--- src/rtl/flu_len_meter_pkg.sv ---
// Shared types and helpers for the FLU frame-length meter.
// The optional MTU check is enabled by defining FLU_LEN_METER_MTU_CHECK_EN.
package flu_len_meter_pkg;

    function automatic int unsigned clog2_w(input int unsigned v);
        int unsigned r;
        r = 0;
        for (int unsigned p = 1; p < v; p = p << 1) begin
            r = r + 1;
        end
        return r;
    endfunction

    localparam int unsigned FLU_DATA_WIDTH    = 512;
    localparam int unsigned FLU_SOP_POS_WIDTH = 3;
    localparam int unsigned FLU_LEN_WIDTH     = 16;
    localparam int unsigned FLU_EOP_POS_WIDTH = clog2_w(FLU_DATA_WIDTH / 8);

    typedef struct packed {
        logic [FLU_DATA_WIDTH-1:0]    data;
        logic [FLU_SOP_POS_WIDTH-1:0] sop_pos;
        logic [FLU_EOP_POS_WIDTH-1:0] eop_pos;
        logic                         sop;
        logic                         eop;
    } flu_word_t;

    typedef logic [FLU_LEN_WIDTH-1:0] len_t;

    function automatic logic [31:0] sat_add(input logic [31:0] a, input logic [31:0] b,
                                            input logic [31:0] lim);
        logic [32:0] s;
        s = {1'b0, a} + {1'b0, b};
        return (s > {1'b0, lim}) ? lim : s[31:0];
    endfunction

endpackage

--- src/rtl/flu_len_meter_calc.sv ---
// Combinational next-state and length calculation for one accepted FLU word.
// Exposes len_ovf only when FLU_LEN_METER_MTU_CHECK_EN is defined.
module flu_len_meter_calc
    import flu_len_meter_pkg::*;
#(
    parameter int unsigned DATA_WIDTH    = 512,
    parameter int unsigned SOP_POS_WIDTH = 3,
    parameter int unsigned LEN_WIDTH     = 16,
    localparam int unsigned EOP_POS_WIDTH = clog2_w(DATA_WIDTH / 8),
    localparam int unsigned CW            = LEN_WIDTH + 1
) (
    input  logic [CW-1:0]            cnt,
    input  logic                     in_frame,
    input  logic [SOP_POS_WIDTH-1:0] sop_pos,
    input  logic [EOP_POS_WIDTH-1:0] eop_pos,
    input  logic                     sop,
    input  logic                     eop,
    output logic [CW-1:0]            cnt_nxt,
    output logic                     in_frame_nxt,
    output logic                     emit,
    output logic [LEN_WIDTH-1:0]     len,
`ifdef FLU_LEN_METER_MTU_CHECK_EN
    output logic                     len_ovf,
`endif
    output logic                     proto_err
);

    localparam int unsigned W    = DATA_WIDTH / 8;
    localparam int unsigned B    = W / (2 ** SOP_POS_WIDTH);
    localparam int unsigned LMAX = (1 << LEN_WIDTH) - 1;

    logic [31:0] s, e, w_s, sum;

    always_comb begin
        s            = 32'(sop_pos) * B;
        e            = 32'(eop_pos) + 32'd1;
        w_s          = W - s;
        sum          = '0;
        cnt_nxt      = cnt;
        in_frame_nxt = in_frame;
        emit         = 1'b0;
        proto_err    = 1'b0;
        if (!in_frame) begin
            if (sop && eop && e > s) begin
                emit = 1'b1;
                sum  = e - s;
            end else if (sop) begin
                cnt_nxt      = CW'(w_s);
                in_frame_nxt = 1'b1;
            end
        end else begin
            if (sop && eop && e > s) begin
                proto_err    = 1'b1;
                emit         = 1'b1;
                sum          = e - s;
                in_frame_nxt = 1'b0;
            end else if (sop && eop) begin
                emit    = 1'b1;
                sum     = 32'(cnt) + e;
                cnt_nxt = CW'(w_s);
            end else if (sop) begin
                proto_err = 1'b1;
                cnt_nxt   = CW'(w_s);
            end else if (eop) begin
                emit         = 1'b1;
                sum          = 32'(cnt) + e;
                in_frame_nxt = 1'b0;
            end else begin
                // Counter parks one above LMAX so a saturated frame stays detectable at EOP.
                cnt_nxt = CW'(sat_add(32'(cnt), W, LMAX + 1));
            end
        end
        len = (sum > LMAX) ? LEN_WIDTH'(LMAX) : LEN_WIDTH'(sum);
`ifdef FLU_LEN_METER_MTU_CHECK_EN
        len_ovf = (sum > LMAX);
`endif
    end

endmodule

--- src/rtl/flu_len_meter.sv ---
// FLU register stage that measures each frame's byte length onto a separate channel.
// Define FLU_LEN_METER_MTU_CHECK_EN to add the MTU parameter and LEN_MTU_ERR output.
module flu_len_meter
    import flu_len_meter_pkg::*;
#(
    parameter int unsigned DATA_WIDTH    = 512,
    parameter int unsigned SOP_POS_WIDTH = 3,
    parameter int unsigned LEN_WIDTH     = 16,
`ifdef FLU_LEN_METER_MTU_CHECK_EN
    parameter int unsigned MTU           = 16383,
`endif
    localparam int unsigned EOP_POS_WIDTH = clog2_w(DATA_WIDTH / 8)
) (
    input  logic                     CLK,
    input  logic                     RESET,
    input  logic [DATA_WIDTH-1:0]    RX_DATA,
    input  logic [SOP_POS_WIDTH-1:0] RX_SOP_POS,
    input  logic [EOP_POS_WIDTH-1:0] RX_EOP_POS,
    input  logic                     RX_SOP,
    input  logic                     RX_EOP,
    input  logic                     RX_SRC_RDY,
    output logic                     RX_DST_RDY,
    output logic [DATA_WIDTH-1:0]    TX_DATA,
    output logic [SOP_POS_WIDTH-1:0] TX_SOP_POS,
    output logic [EOP_POS_WIDTH-1:0] TX_EOP_POS,
    output logic                     TX_SOP,
    output logic                     TX_EOP,
    output logic                     TX_SRC_RDY,
    input  logic                     TX_DST_RDY,
    output logic [LEN_WIDTH-1:0]     LEN,
    output logic                     LEN_SRC_RDY,
    input  logic                     LEN_DST_RDY,
`ifdef FLU_LEN_METER_MTU_CHECK_EN
    output logic                     LEN_MTU_ERR,
`endif
    output logic                     PROTO_ERR
);

    logic [LEN_WIDTH:0]   cnt, cnt_nxt;
    logic                 in_frame, in_frame_nxt;
    logic                 emit, proto_pulse;
    logic [LEN_WIDTH-1:0] len_nxt;
    logic                 rx_xfer;
`ifdef FLU_LEN_METER_MTU_CHECK_EN
    logic                 len_ovf;
`endif

    assign RX_DST_RDY = (!TX_SRC_RDY || TX_DST_RDY) && (!LEN_SRC_RDY || LEN_DST_RDY);
    assign rx_xfer    = RX_SRC_RDY && RX_DST_RDY;

    flu_len_meter_calc #(
        .DATA_WIDTH   (DATA_WIDTH),
        .SOP_POS_WIDTH(SOP_POS_WIDTH),
        .LEN_WIDTH    (LEN_WIDTH)
    ) u_calc (
        .cnt         (cnt),
        .in_frame    (in_frame),
        .sop_pos     (RX_SOP_POS),
        .eop_pos     (RX_EOP_POS),
        .sop         (RX_SOP),
        .eop         (RX_EOP),
        .cnt_nxt     (cnt_nxt),
        .in_frame_nxt(in_frame_nxt),
        .emit        (emit),
        .len         (len_nxt),
`ifdef FLU_LEN_METER_MTU_CHECK_EN
        .len_ovf     (len_ovf),
`endif
        .proto_err   (proto_pulse)
    );

    always_ff @(posedge CLK or negedge RESET) begin
        if (!RESET) begin
            TX_DATA    <= '0;
            TX_SOP_POS <= '0;
            TX_EOP_POS <= '0;
            TX_SOP     <= 1'b0;
            TX_EOP     <= 1'b0;
            TX_SRC_RDY <= 1'b0;
            cnt        <= '0;
            in_frame   <= 1'b0;
            PROTO_ERR  <= 1'b0;
        end else if (rx_xfer) begin
            TX_DATA    <= RX_DATA;
            TX_SOP_POS <= RX_SOP_POS;
            TX_EOP_POS <= RX_EOP_POS;
            TX_SOP     <= RX_SOP;
            TX_EOP     <= RX_EOP;
            TX_SRC_RDY <= 1'b1;
            cnt        <= cnt_nxt;
            in_frame   <= in_frame_nxt;
            if (proto_pulse) PROTO_ERR <= 1'b1;
        end else if (TX_DST_RDY) begin
            TX_SRC_RDY <= 1'b0;
        end
    end

    always_ff @(posedge CLK or negedge RESET) begin
        if (!RESET) begin
            LEN         <= '0;
            LEN_SRC_RDY <= 1'b0;
`ifdef FLU_LEN_METER_MTU_CHECK_EN
            LEN_MTU_ERR <= 1'b0;
`endif
        end else if (rx_xfer && emit) begin
            LEN         <= len_nxt;
            LEN_SRC_RDY <= 1'b1;
`ifdef FLU_LEN_METER_MTU_CHECK_EN
            LEN_MTU_ERR <= len_ovf || (32'(len_nxt) > MTU);
`endif
        end else if (LEN_DST_RDY) begin
            LEN_SRC_RDY <= 1'b0;
        end
    end

endmodule

--- config.mk ---
export PLATFORM = sky130hd
export DESIGN_NAME = flu_len_meter
export DESIGN_NICKNAME = d
export VERILOG_FILES = /design/src/rtl/flu_len_meter_pkg.sv /design/src/rtl/flu_len_meter_calc.sv /design/src/rtl/flu_len_meter.sv
export SDC_FILE = /design/constraint.sdc
export NUM_CORES = 1
export LEC_CHECK = 0
export CAP_MARGIN = 25
export CORE_AREA = 8 8 416 418
export CTS_CLUSTER_SIZE = 16
export DETAILED_ROUTE_END_ITERATION = 8
export DIE_AREA = 0 0 424 426
export GPL_TIMING_DRIVEN = 0
export PLACE_DENSITY_LB_ADDON = 0.25
export SYNTH_ARGS = -nofsm -noshare
export SYNTH_HDL_FRONTEND = slang
export SYNTH_SLANG_ARGS = --single-unit
--- constraint.sdc ---
create_clock -name CLK -period 2.6 [get_ports CLK]
set_input_delay 0.26 -clock CLK [delete_from_list [all_inputs] [get_ports CLK]]
set_output_delay 0.26 -clock CLK [all_outputs]
set_load 0.005 [all_outputs]
==> metrics.md <==
| Metric | Value |
|---|---|
| Status | finished, final reports clean |
| Post-route cell area | slightly below 40,000 um^2 |
| Initial antenna violation count | 43 |
| Clock Skew | approximately 0.032 ns |
| H-tree depth | 3 |
| Clock root cell | clkbuf_16 |
| Top Metal Used | met5 |
| Most frequent cells after synthesis | 1,587 x nand2_1, 557 x dfrtp_1, 119 x clkbuf_1, 25 x nor2_1 |
| Max-cap violations | 0 |
| Met3 Wirelength | between 10,000 and 15,000 um |
| Vias in the first global route | around 22,000 |
| IO buf count | approximately 1,100 |
| Die H | around 430 um |
| Synth Area per Inst | 8.781 um^2 |
| Final hold vios | 0 |
| Final worst-path cycle share | 93.14% |
| Largest net degree at the start of global routing | between 100 and 150 |
| PwrDens | roughly 820 nW/um^2 |
| Cell with the most instances after synthesis | nand2_1 |
| WHS | between 0.04 and 0.05 ns |
| Worst vdd ir | 0.3958 mV |
| CP Launch Type | flop |
| RSZ-0062 raised after global routing | true |
| Via count | 21,400 |
| Critical path required time | about 3.2 ns |
| First drt pass iteration count | 5 |
| Top cells by area, synth | dfrtp_1 63%, nand2_1 27%, clkbuf_1 2.0%, ha_1 0.74%, o22a_1 0.52% |
| Cells after Synth | between 2,000 and 3,000 |
| Tightest Hold Check Type | in2reg |
| Proportion of layout cells with a drive suffix above 1 | between 5 and 6% |
| Pins Over Slew Limit | 0 |
| Vias/cell | between 3 and 4 |
| Die X | 424 um |
| Fillers | approximately 18,000 |
| Synthesized area | approximately 22,000 um^2 |
| Iteration-0 DRC Markers | around 1,300 |
| Post-Route WL | between 100,000 and 150,000 um |
| Worst-path clk slew | ~0.06 ns |
| Final setup viols | 0 |
| Syn-to-layout area delta | 75.74% |
| Leakage | roughly 18 nW |
| Syn nets | between 3,000 and 4,000 |
| First-pass GRT wire length | ~180,000 um |
| ANT nets after route | 0 |
| Post-synth top area cell | dfrtp_1 |
| Main synth FF type | dfrtp_1 |
| Wire per inst | approximately 23 um |
| Async SR Flop Fraction | 100.0% |
| Crit path time final | roughly 2.4 ns |
| Sequential cell area | 13,940 um^2 |
| Clk sinks | around 560 |
| Grt ovf | 0 |
| Worst Tran Pin Value | a little over 0.7 ns |
| Top cell type's share of synthesized area | a little over three fifths |
| Sequential share of the synthesized area | a little over three fifths |
| Wl on met1 | 51,250 um |
| CTS tree | done |
| Max-slew headroom at the worst pin | 52.02% |
| FF+latch count, synth | between 500 and 600 |
| FP Rows | 150 |
| Number of synthesized flops with an enable pin | 0 |
| Crit-path max FO | 10 |
| Multi-input logic area | between 7000 and 8000 um^2 |
| Routed length on met2 | ~69,000 um |
| Max Buffers Root-to-Sink | 3 |
| Nets | about 4,200 |
| Clk Latency, worst-skew pair | about 0.65 ns |
| Initial core utilization | 13.28% |
| Core Region | 166,300 um^2 |
| Number of I/O pins | ~1,100 |
| HPWL after DPL | between 100,000 and 150,000 um |
| RePlAce Congestion | 0.8526 |
| Remaining routing DRC violations | 0 |
| Yosys warns | 0 |
| Setup crit end kind | flop |
| Gr usage total | between 10% and 20% |
| Worst Path Arrival | 3.00 ns |
| Die ar. | roughly 180,000 um^2 |
| DP Area | between 30,000 and 40,000 um^2 |
| FMAX | about 0.41 GHz |
| Synth cell types | 63 |
| CTS Buf Count | 78 |
| Critical Setup Path Class | reg2reg |
==> registers in the layout, indices dropped and copies added, names as in the netlist <==
register     flops
TX_EOP           1
TX_EOP_POS       6
in_frame         1
LEN             16
TX_SRC_RDY       1
TX_SOP           1
LEN_SRC_RDY      1
TX_DATA        512
TX_SOP_POS       3
cnt             14
PROTO_ERR        1
==> cell type report <==
class / instances / share of cell area (%)
clock buffers: 119 / 5.976
inverters: 16 / 0.1548
diodes: 23 / 0.1484
flip-flops and latches: 557 / 35.93
clock inverters: 21 / 0.8159
multi-input cells: 1805 / 19.75
plain buffers: 136 / 1.625
well taps: 2204 / 7.108
repair buffers: 1090 / 28.49
==> layout by cell type (no fill, tap or decap), types with 6 or more instances in the layout <==
master	Yosys	layout
nand2_1	1587	1587
clkdlybuf4s50_1	0	1063
dfrtp_1	557	556
clkbuf_1	119	98
clkbuf_16	0	80
clkbuf_2	0	37
nor2_1	25	24
diode_2	0	23
clkbuf_8	0	19
inv_1	16	16
nand3_1	16	15
o22a_1	13	13
a21oi_1	14	12
ha_1	13	11
buf_2	11	10
buf_8	1	10
o21ai_0	11	9
xnor2_1	9	7
and2_1	7	7
nor3_1	8	7
bufinv_16	0	7
nand2b_1	6	6
mux2i_1	6	6
xor2_1	6	6
clkinv_2	0	6
==> where the power goes <==
group,total [mW],switching (mW),leakage (nW),internal [mW]
sequential,11.5,1.05,6.85,10.4
combinational,8.90,4.26,9.83,4.64
clock,11.3,4.42,1.29,6.83
==> logic make-up after synthesis <==
family                     after synthesis  synth area share, %
xor gates and xnor gates                15               0.5951
muxes                                    6               0.2721
and+or+nand+nor                       1680                29.34
adders and majority gates               14               0.8275
DFF                                    557                63.14
other                                    1              0.01699
AOI/OAI and AO/OA                       89                3.032
buffers and inverters                  152                2.783
==> per-layer routing <==
metal,global-route usage (%),vias to the layer above
met3,5.108,218
met5,0,-
met2,24.63,635
li1,-,10140
met1,15.85,10400
met4,6.409,2
==> worst max-delay path, stage by stage (launching register included) <==
cell and delay (ns):
dfrtp_1 0.38, nand2b_1 0.17, and3_1 0.18, clkbuf_1 0.25
buf_8 0.20, clkbuf_2 0.29, clkbuf_2 0.45, nand2_1 0.30
nand2_1 0.12
==> path summary, 6_finish.rpt <==
check	startpoint	end	slack [ns]	cells after the start
min in group asynchronous	RESET	TX_DATA[262]$_DFFE_PN0P_	0.14	2
max in group asynchronous	RESET	TX_DATA[447]$_DFFE_PN0P_	0.34	5
max reg2reg	LEN_SRC_RDY$_DFFE_PN0P_	TX_DATA[8]$_DFFE_PN0P_	0.18	8
min	RX_EOP_POS[2]	TX_EOP_POS[2]$_DFFE_PN0P_	0.05	3
max	LEN_SRC_RDY$_DFFE_PN0P_	TX_DATA[8]$_DFFE_PN0P_	0.18	8
min reg2reg	TX_DATA[382]$_DFFE_PN0P_	TX_DATA[382]$_DFFE_PN0P_	0.47	2
==> metrics by stage <==
stage / setup TNS, ns / setup slack (ns) / instances / power [mW] / util [%]
global route: -0.05603 / -0.02791 / 5964 / 33.46 / 23.32
detailed placement: -348.73 / -1.211 / 5801 / 20.67 / 21.54
global placement: - / -28.12 / 5787 / 20.64 / 21.37
floorplan: 0 / 0.03422 / 2514 / 13.86 / -
CTS: 0 / 0.003784 / 5945 / 32.42 / 23.23
finish: 0 / 0.1783 / 5971 / 31.63 / 23.33
==> what timing repair did <==
action | in CTS | in global routing
hold buffers | 2 | 2
buffers inserted | 2 | 1
endpoints found under the hold margin | 82 | 2
endpoints found under the setup margin | 482 | 141
gates resized for setup | 51 | 39
pin swaps | 4 | 3
No activity file was read; power rests on OpenSTA's default activity.
